[src/rtl/wb_stage_ext.sv]
// Writeback stage: formats MEM/WB results (including sub-word loads), registers the
// register-file write port, keeps a short retired-write history and sequences halt.
module wb_stage_ext #(
    parameter int WIDTH      = 32,
    parameter int REGBITS    = 5,
    parameter int DEPTH      = 4,
    parameter int HALT_DELAY = 2
) (
    input  logic               CLK,
    input  logic               nRST,
    input  logic               in_valid,
    input  logic               in_wen,
    input  logic [REGBITS-1:0] in_wsel,
    input  logic [1:0]         in_wdat_source,
    input  logic [WIDTH-1:0]   in_alu_result,
    input  logic [WIDTH-1:0]   in_dmemload,
    input  logic [WIDTH-1:0]   in_instr_npc,
    input  logic [1:0]         in_mem_size,
    input  logic               in_mem_unsigned,
    input  logic [1:0]         in_byte_off,
    input  logic               in_halt,
    output logic               WEN,
    output logic [REGBITS-1:0] wsel,
    output logic [WIDTH-1:0]   wdat,
    input  logic [REGBITS-1:0] fwd_sel,
    output logic               fwd_hit,
    output logic [WIDTH-1:0]   fwd_dat,
    output logic               halt
);

    localparam int CNT_W = (HALT_DELAY < 2) ? 1 : $clog2(HALT_DELAY + 1);

    typedef enum logic [1:0] {
        RUN    = 2'd0,
        DRAIN  = 2'd1,
        HALTED = 2'd2
    } state_t;

    state_t             state_q;
    logic [CNT_W-1:0]   cnt_q;
    logic               halted_q;
    logic               valid_q;
    logic               wen_q;
    logic [REGBITS-1:0] wsel_q;
    logic [WIDTH-1:0]   data_q;
    logic [WIDTH-1:0]   data_d;
    logic               wen_out;

    logic               hist_vld_q [DEPTH];
    logic [REGBITS-1:0] hist_sel_q [DEPTH];
    logic [WIDTH-1:0]   hist_dat_q [DEPTH];

    logic               fwd_hit_d;
    logic [WIDTH-1:0]   fwd_dat_d;

    // Half lanes use only off[1]; sub-words sign-extend unless uns is set.
    function automatic logic [WIDTH-1:0] load_extract(
        input logic [WIDTH-1:0] word,
        input logic [1:0]       size,
        input logic             uns,
        input logic [1:0]       off
    );
        logic [15:0]      half_v;
        logic [7:0]       byte_v;
        logic [WIDTH-1:0] res;
        half_v = off[1] ? word[31:16] : word[15:0];
        case (off)
            2'd0:    byte_v = word[7:0];
            2'd1:    byte_v = word[15:8];
            2'd2:    byte_v = word[23:16];
            default: byte_v = word[31:24];
        endcase
        case (size)
            2'd1:    res = {{(WIDTH-16){half_v[15] & ~uns}}, half_v};
            2'd2:    res = {{(WIDTH-8){byte_v[7] & ~uns}}, byte_v};
            default: res = word;
        endcase
        return res;
    endfunction

    always_comb begin
        data_d = '0;
        case (in_wdat_source)
            2'd0:    data_d = in_alu_result;
            2'd1:    data_d = load_extract(in_dmemload, in_mem_size, in_mem_unsigned, in_byte_off);
            2'd2:    data_d = in_instr_npc;
            default: data_d = '0;
        endcase
    end

    assign wen_out = valid_q & wen_q & (wsel_q != '0);

    always_ff @(posedge CLK or negedge nRST) begin
        if (!nRST) begin
            state_q  <= RUN;
            cnt_q    <= '0;
            halted_q <= 1'b0;
            valid_q  <= 1'b0;
            wen_q    <= 1'b0;
            wsel_q   <= '0;
            data_q   <= '0;
        end else begin
            case (state_q)
                RUN: begin
                    valid_q <= in_valid;
                    wen_q   <= in_wen;
                    wsel_q  <= in_wsel;
                    data_q  <= data_d;
                    if (in_valid && in_halt) begin
                        state_q <= DRAIN;
                        cnt_q   <= CNT_W'(HALT_DELAY);
                    end
                end
                // The halting slot retires during the first DRAIN cycle; nothing new enters.
                DRAIN: begin
                    valid_q <= 1'b0;
                    if (cnt_q == '0) begin
                        state_q  <= HALTED;
                        halted_q <= 1'b1;
                    end else begin
                        cnt_q <= cnt_q - CNT_W'(1);
                    end
                end
                HALTED: begin
                    valid_q  <= 1'b0;
                    halted_q <= 1'b1;
                end
                default: state_q <= RUN;
            endcase
        end
    end

    always_ff @(posedge CLK or negedge nRST) begin
        if (!nRST) begin
            for (int i = 0; i < DEPTH; i++) hist_vld_q[i] <= 1'b0;
        end else if (wen_out) begin
            for (int i = DEPTH - 1; i > 0; i--) hist_vld_q[i] <= hist_vld_q[i-1];
            hist_vld_q[0] <= 1'b1;
        end
    end

    always_ff @(posedge CLK) begin
        if (wen_out) begin
            for (int i = DEPTH - 1; i > 0; i--) begin
                hist_sel_q[i] <= hist_sel_q[i-1];
                hist_dat_q[i] <= hist_dat_q[i-1];
            end
            hist_sel_q[0] <= wsel_q;
            hist_dat_q[0] <= data_q;
        end
    end

    // Scan oldest to youngest so younger matches overwrite; the stage register wins last.
    always_comb begin
        fwd_hit_d = 1'b0;
        fwd_dat_d = '0;
        for (int i = DEPTH - 1; i >= 0; i--) begin
            if (hist_vld_q[i] && (hist_sel_q[i] == fwd_sel)) begin
                fwd_hit_d = 1'b1;
                fwd_dat_d = hist_dat_q[i];
            end
        end
        if (wen_out && (wsel_q == fwd_sel)) begin
            fwd_hit_d = 1'b1;
            fwd_dat_d = data_q;
        end
        if (fwd_sel == '0) begin
            fwd_hit_d = 1'b0;
            fwd_dat_d = '0;
        end
    end

    assign WEN     = wen_out;
    assign wsel    = wsel_q;
    assign wdat    = data_q;
    assign fwd_hit = fwd_hit_d;
    assign fwd_dat = fwd_dat_d;
    assign halt    = halted_q;

endmodule

[config.mk]
export PLATFORM = sky130hd
export DESIGN_NAME = wb_stage_ext
export DESIGN_NICKNAME = d
export VERILOG_FILES = /design/src/rtl/wb_stage_ext.sv
export SDC_FILE = /design/constraint.sdc
export NUM_CORES = 1
export LEC_CHECK = 0
export ABC_AREA = 1
export BUFFER_PORTS_ARGS = -buffer_cell sky130_fd_sc_hd__buf_4
export CAP_MARGIN = 30
export CORE_MARGIN = 1.5
export CORE_UTILIZATION = 45
export CTS_BUF_LIST = sky130_fd_sc_hd__clkbuf_16
export CTS_CLUSTER_SIZE = 25
export DETAILED_ROUTE_END_ITERATION = 16
export PLACE_DENSITY = 0.77
export SYNTH_ARGS = -nofsm -noshare
export SYNTH_HDL_FRONTEND = slang
export SYNTH_SLANG_ARGS = --single-unit
[constraint.sdc]
create_clock -name CLK -period 6.27 [get_ports CLK]
set_input_delay 1.254 -clock CLK [delete_from_list [all_inputs] [get_ports CLK]]
set_output_delay 1.254 -clock CLK [all_outputs]
set_load 0.005 [all_outputs]
# --- Yosys cells after proc, flatten, opt, wreduce, memory -nomap -nowiden ---
# Memory sizes are Yosys's and may differ from the RTL's.
# Index checks and enable logic that the tools add are counted.
# Widths: inputs -> output; s select.
totals:
  reg_bits: 48
  latchBits: 0
  ram_bits: 148
  romBits: 0
  input_bits: 118
  out_inout_bits: 72
  elab_cells: 83
  n_memories: 2
classes:
  n_addsub: 1
  mul: 0
  div: 0
  n_lt_le_gt_ge: 0
  n_eq_ne: 16
  shifts: 0
  n_mux: 28
  bitwise: 6
  n_reduce_logical: 19
mem_list:
  columns: ["name", "words", "width", "read_ports", "rd_clocked_by_memory_dff", "wr", "line", "rtl"]
  rows:
  - ["hist_dat_q", 4, 32, 4, 0, 4, "51", "logic [WIDTH-1:0] hist_dat_q [DEPTH];"]
  - ["hist_sel_q", 4, 5, 4, 0, 4, "50", "logic [REGBITS-1:0] hist_sel_q [DEPTH];"]
op_table:
  columns: ["op", "n"]
  rows:
  - ["$mux 32", 6]
  - ["$pmux 32 s3", 1]
  - ["$pmux 32 s2", 1]
  - ["$eq 5x5->1", 5]
  - ["$pmux 8 s3", 1]
  - ["$mux 16", 1]
  - ["$mux 1", 9]
  - ["$eq 2x1->1 const B", 4]
  - ["$eq 2x2->1 const B", 4]
  - ["$logic_not 2->1", 4]
  - ["$mux 2", 4]
  - ["$mux 8", 1]
  - ["$logic_and 1x1->1", 6]
  - ["$ne 2x2->1 const B", 3]
  - ["$pmux 2 s3", 1]
  - ["$reduce_and 3->1", 2]
  - ["$reduce_bool 2->1", 3]
  - ["$logic_not 5->1", 1]
  - ["$reduce_bool 5->1", 1]
  - ["$and 1x1->1", 4]
  - ["$pmux 1 s2", 2]
  - ["$pmux 2 s2", 1]
  - ["$not 1->1", 2]
  - ["$reduce_and 2->1", 1]
  - ["2 further kinds", 2]

# --- Logic depth before layout (Yosys ltp) ---
depth:
  depth_word: 8
  depth_mapped: 13
  depth_no_buf: 10

# --- Worst setup path before layout ---
# OpenSTA, ideal clock, no wires.
synth_timing:
  path_type: "register to output"
  startpoint: "reg wsel_q[3] (netlist: wsel[3])"
  endpoint: "out fwd_dat[10]"
  arrival_time_ns: 4.566
  required_ns: 5.016
  path_slack_ns: 0.450
  stages_incl_launch_ff: 11
  n_path_buf: 2
  cell_sequence: "dfrtp_1 inv_1 nand4_1 nand3_2 inv_1 nand3_1 buf_2 buf_2 nand2_1 inv_1 a21oi_1"
synth_between:
  elab_chain_len: 5
  elab_cells_between_ends: 6
  classes_between: "1 x eq/ne; 2 x mux; 1 x bitwise; 2 x reduce/logical"
synth_lines:
  columns: ["item", "line", "rtl"]
  rows:
  - ["start: declaration", "44", "logic [REGBITS-1:0] wsel_q;"]
  - ["start signal: assignment", "107", "wsel_q <= in_wsel;"]
  - ["$reduce_bool 5->1", "91", "assign wen_out = valid_q & wen_q & (wsel_q != '0);"]
  - ["$and 1x1->1", "91", null]
  - ["net WEN", "22", "output logic WEN,"]
  - ["$logic_and 1x1->1", "163", "if (wen_out && (wsel_q == fwd_sel)) begin"]
  - ["$mux 32", "163", null]
  - ["$mux 32", "167", "if (fwd_sel == '0) begin"]
  - ["end: declaration", "27", "output logic [WIDTH-1:0] fwd_dat,"]
# The timed path passes the listed nets, and every way through them passes these cells.

# --- Worst setup path after layout ---
layout_timing:
  startpoint: "in fwd_sel[2]"
  endpoint: "out fwd_dat[23]"
layout_between:
  elab_chain_len: 8
  elab_cells_between_ends: 17
  classes_between: "5 x eq/ne; 6 x mux; 6 x reduce/logical"
layout_lines:
  columns: ["item", "line", "rtl"]
  rows:
  - ["start: declaration", "25", "input logic [REGBITS-1:0] fwd_sel,"]
  - ["$eq 5x5->1", "158", "if (hist_vld_q[i] && (hist_sel_q[i] == fwd_sel)) begin"]
  - ["$logic_and 1x1->1", "158", null]
  - ["$mux 32 (4 in a row)", "158", null]
  - ["$mux 32", "163", null]
  - ["$mux 32 *", "167", null]
# Every way passes the cells marked *; elsewhere a longest branch is shown, timed or not.

==> impl_metrics.py <==
metrics = {
    "min_path": {
        "hp-class": "reg -> reg",
    },
    "setup_path": {
        "slowest_stage": "nand3_2",
        "r2r_end": "hist_dat_q[3][9]$_DFFE_PP_",
        "critPathKind": "in -> out",
        "cp_max_fo": 35,
        "crit_required_ps": 5020,
        "reg2reg_depth": 5,
        "crit_family": "simple AND/OR/NAND/NOR gates",
        "worst_setup_path_end_kind": "output pin",
        "reg2reg_slack_ps": 3580,
        "rr_startpoint": "wsel[2]$_DFFE_PN0N_",
        "crit_path_frequent_cell": "nor2_1",
        "crit_cells": 12,
        "startpoint": "fwd_sel[2]",
        "startpoint_type": "primary input",
        "cp_cell_sequence": "buf_4 > inv_1 > nor2_1 > nor2_1 > nand3_2 > buf_4 > nor2_1 > nor2_1 > nand2_1 > nand2_1 > a21oi_2 > buf_4",
        "slowest_delay_ps": 570,
        "setup.worst_path.end": "fwd_dat[23]",
        "arrival_ps": 3420,
        "path_buf_inv": 4,
    },
    "clocking": {
        "clkTransAtPathRegs_ps": 70,
        "root_buffer": "clkbuf_16",
        "cts.htree.levels": 4,
        "clk_latency_ps": 430,
        "cts_hold_buf": 0,
        "clockBufferDepth": 2,
        "cts_resized": 0,
        "numClockSinks": 196,
        "tritoncts": "built",
        "post_cts_buffers": 0,
        "cts_buffers": 17,
    },
    "timing": {
        "skew_ps": 13.71,
        "tns_ps": 0,
        "tightest_slew_ps": 1047,
        "rsz0062_at_grt": "no",
        "min_period_ps": 4678,
        "finalHoldViolCount": 0,
        "maxSlewHeadroom_pct": 30.03,
        "fin_crit_sh_pct": 74.60,
        "finalSetupViolations": 0,
        "fmax_ghz": 0.2138,
        "slew_violations": 0,
    },
    "floorplanning": {
        "initial_core_util_pct": 46.05,
        "die_h_um": 152.9,
        "coreArea_um2": 21960,
        "die_area_um2": 23380,
        "fp.dieW_um": 152.9,
        "io_pins": 190,
        "rows": 54,
    },
    "drt": {
        "drt_wl_total_um": 25680,
        "drt-initial-drc-count": 670,
        "wl_per_cell_um": 15.43,
        "wl_met3_um": 1169,
        "drt-met1-wl_um": 11420,
        "viasPerCell": 4.993,
        "drtPass1Iterations": 9,
        "vias": 8309,
        "final_antenna_net_count": 0,
        "dr.max_layer_used": "met4",
        "dr_wl_met2_um": 12670,
        "drc": 0,
    },
    "synth": {
        "synthTopCellsByArea": "edfxtp_1 44%, nand2_1 15%, dfrtp_1 12%",
        "ys_seq_elements": 196,
        "synthFlopType": "edfxtp_1",
        "synth_enable_flop_cells": 148,
        "ys_types": 35,
        "syn_area_um2": 10110,
        "synth_top_cell_by_area": "edfxtp_1",
        "yosys_warnings": 0,
        "synth_top_area_share_pct": 43.95,
        "postSynth.asyncResetShare_pct": 24.49,
        "synth_fp_nets": 1339,
        "synthCells": 1213,
        "synth_seq_area_share_pct": 55.83,
        "syn-mean-instance-area_um2": 8.335,
    },
    "power": {
        "leakagePower_nw": 5.712,
        "total_power_mw": 2.606,
        "peakVddDrop_mv": 0.1720,
        "p_per_area_nw_per_um2": 213.2,
    },
    "flow_run": {
        "cap_viol_max_count": 0,
    },
    "grt": {
        "grt_max_degree": 80,
        "grt_pass1_vias": 7806,
        "grt_util_all_layers_pct": 21.88,
        "grt_pass1_wl_um": 40610,
        "antenna_found_initial": 0,
        "grt_remaining_overflow": 0,
    },
    "placed_design": {
        "hpwl_um": 18200,
        "place_area_um2": 11670,
        "routabilityCongestion": 0.8821,
        "portBuffers": 189,
    },
    "final_layout": {
        "final_cell_area_um2": 12220,
        "drive_gt1_share_pct": 17.99,
        "antenna_cells": 0,
        "syn_to_final_growth_pct": 20.85,
        "nets": 1497,
    },
    "run_status": {
        "status": "complete, no violations",
    },
}
## report_power, final
group	switching, mW	internal, mW
combinational	0.110	0.0963
sequential	0	1.38
clock	0.468	0.552
total	0.578	2.03
## cells in the final DEF, fill, tap and decap left out, drive strengths merged, types with 19 or more instances in the layout
cell type,synthesis,routed
dfrtp,48,48
a21oi,60,60
edfxtp,148,148
nor2,185,185
nand2,394,394
buf,33,199
clkbuf,27,19
a22o,31,31
nand3,52,52
inv,152,159
o21ai,51,51
## routing by layer
layer / GRT usage (%) / up-vias
met3: 3.232 / 23
li1: - / 4183
met5: 0 / -
met4: 6.956 / 0
met2: 36.44 / 239
met1: 29.60 / 3864
## cells in the mapped netlist (all sizes together) (4+ instances only)
cell type	number
a21oi	60
nor2	185
clkbuf	27
dfrtp	48
inv	152
nand2	394
a22o	31
ha	8
nand3	52
xor2	4
o21ai	51
o22ai	7
edfxtp	148
buf	33
## through the flow
step                worst slack, ps  hold slack, ps  std cells  util (%)
finish                         1592           447.6       1664     55.65
global route                   1398           454.9       1664     55.65
CTS                            1560           445.2       1664     55.65
detailed placement             1563           432.2       1632     53.13
global placement               1667           427.1       1630     52.99
floorplan                     450.0           426.4       1213         -
## sequential cells by signal, indices dropped and copies added (netlist names)
signal and flops:
valid_q 1, hist_dat_q 128, wdat 32, wen_q 1, wsel 5, halt 1, state_q 2, hist_sel_q 20
cnt_q 2, hist_vld_q 4
## cells by family after synthesis
group,Yosys count,synth area share (%)
simple gates,637,24.70
fa+ha+maj,8,0.9900
xor+xnor,5,0.4331
buf+inv,213,8.885
compound gates,154,9.157
flops,196,55.83
## final cells by class
type	count	area (um2)
fillers	1953	9739
flip-flops and latches	196	5645
multi-input cells	804	3582
repair buffers	199	1509
inverters	153	579.3
clock buffers	19	475.5
well taps	280	350.3
clock inverters	13	77.57
## worst min-delay path by stage
stage	startpoint	end	slack, ps	cells after the start
after global routing	hist_dat_q[0][11]$_DFFE_PP_	hist_dat_q[1][11]$_DFFE_PP_	450	0
after global placement	hist_dat_q[0][19]$_DFFE_PP_	hist_dat_q[1][19]$_DFFE_PP_	430	0
final	hist_dat_q[0][8]$_DFFE_PP_	hist_dat_q[1][8]$_DFFE_PP_	450	0
after floorplan	hist_dat_q[2][0]$_DFFE_PP_	hist_dat_q[3][0]$_DFFE_PP_	430	0
after CTS	hist_dat_q[1][19]$_DFFE_PP_	hist_dat_q[2][19]$_DFFE_PP_	450	0
after detailed placement	hist_dat_q[1][19]$_DFFE_PP_	hist_dat_q[2][19]$_DFFE_PP_	430	0
No activity file was read; power rests on OpenSTA's default activity.
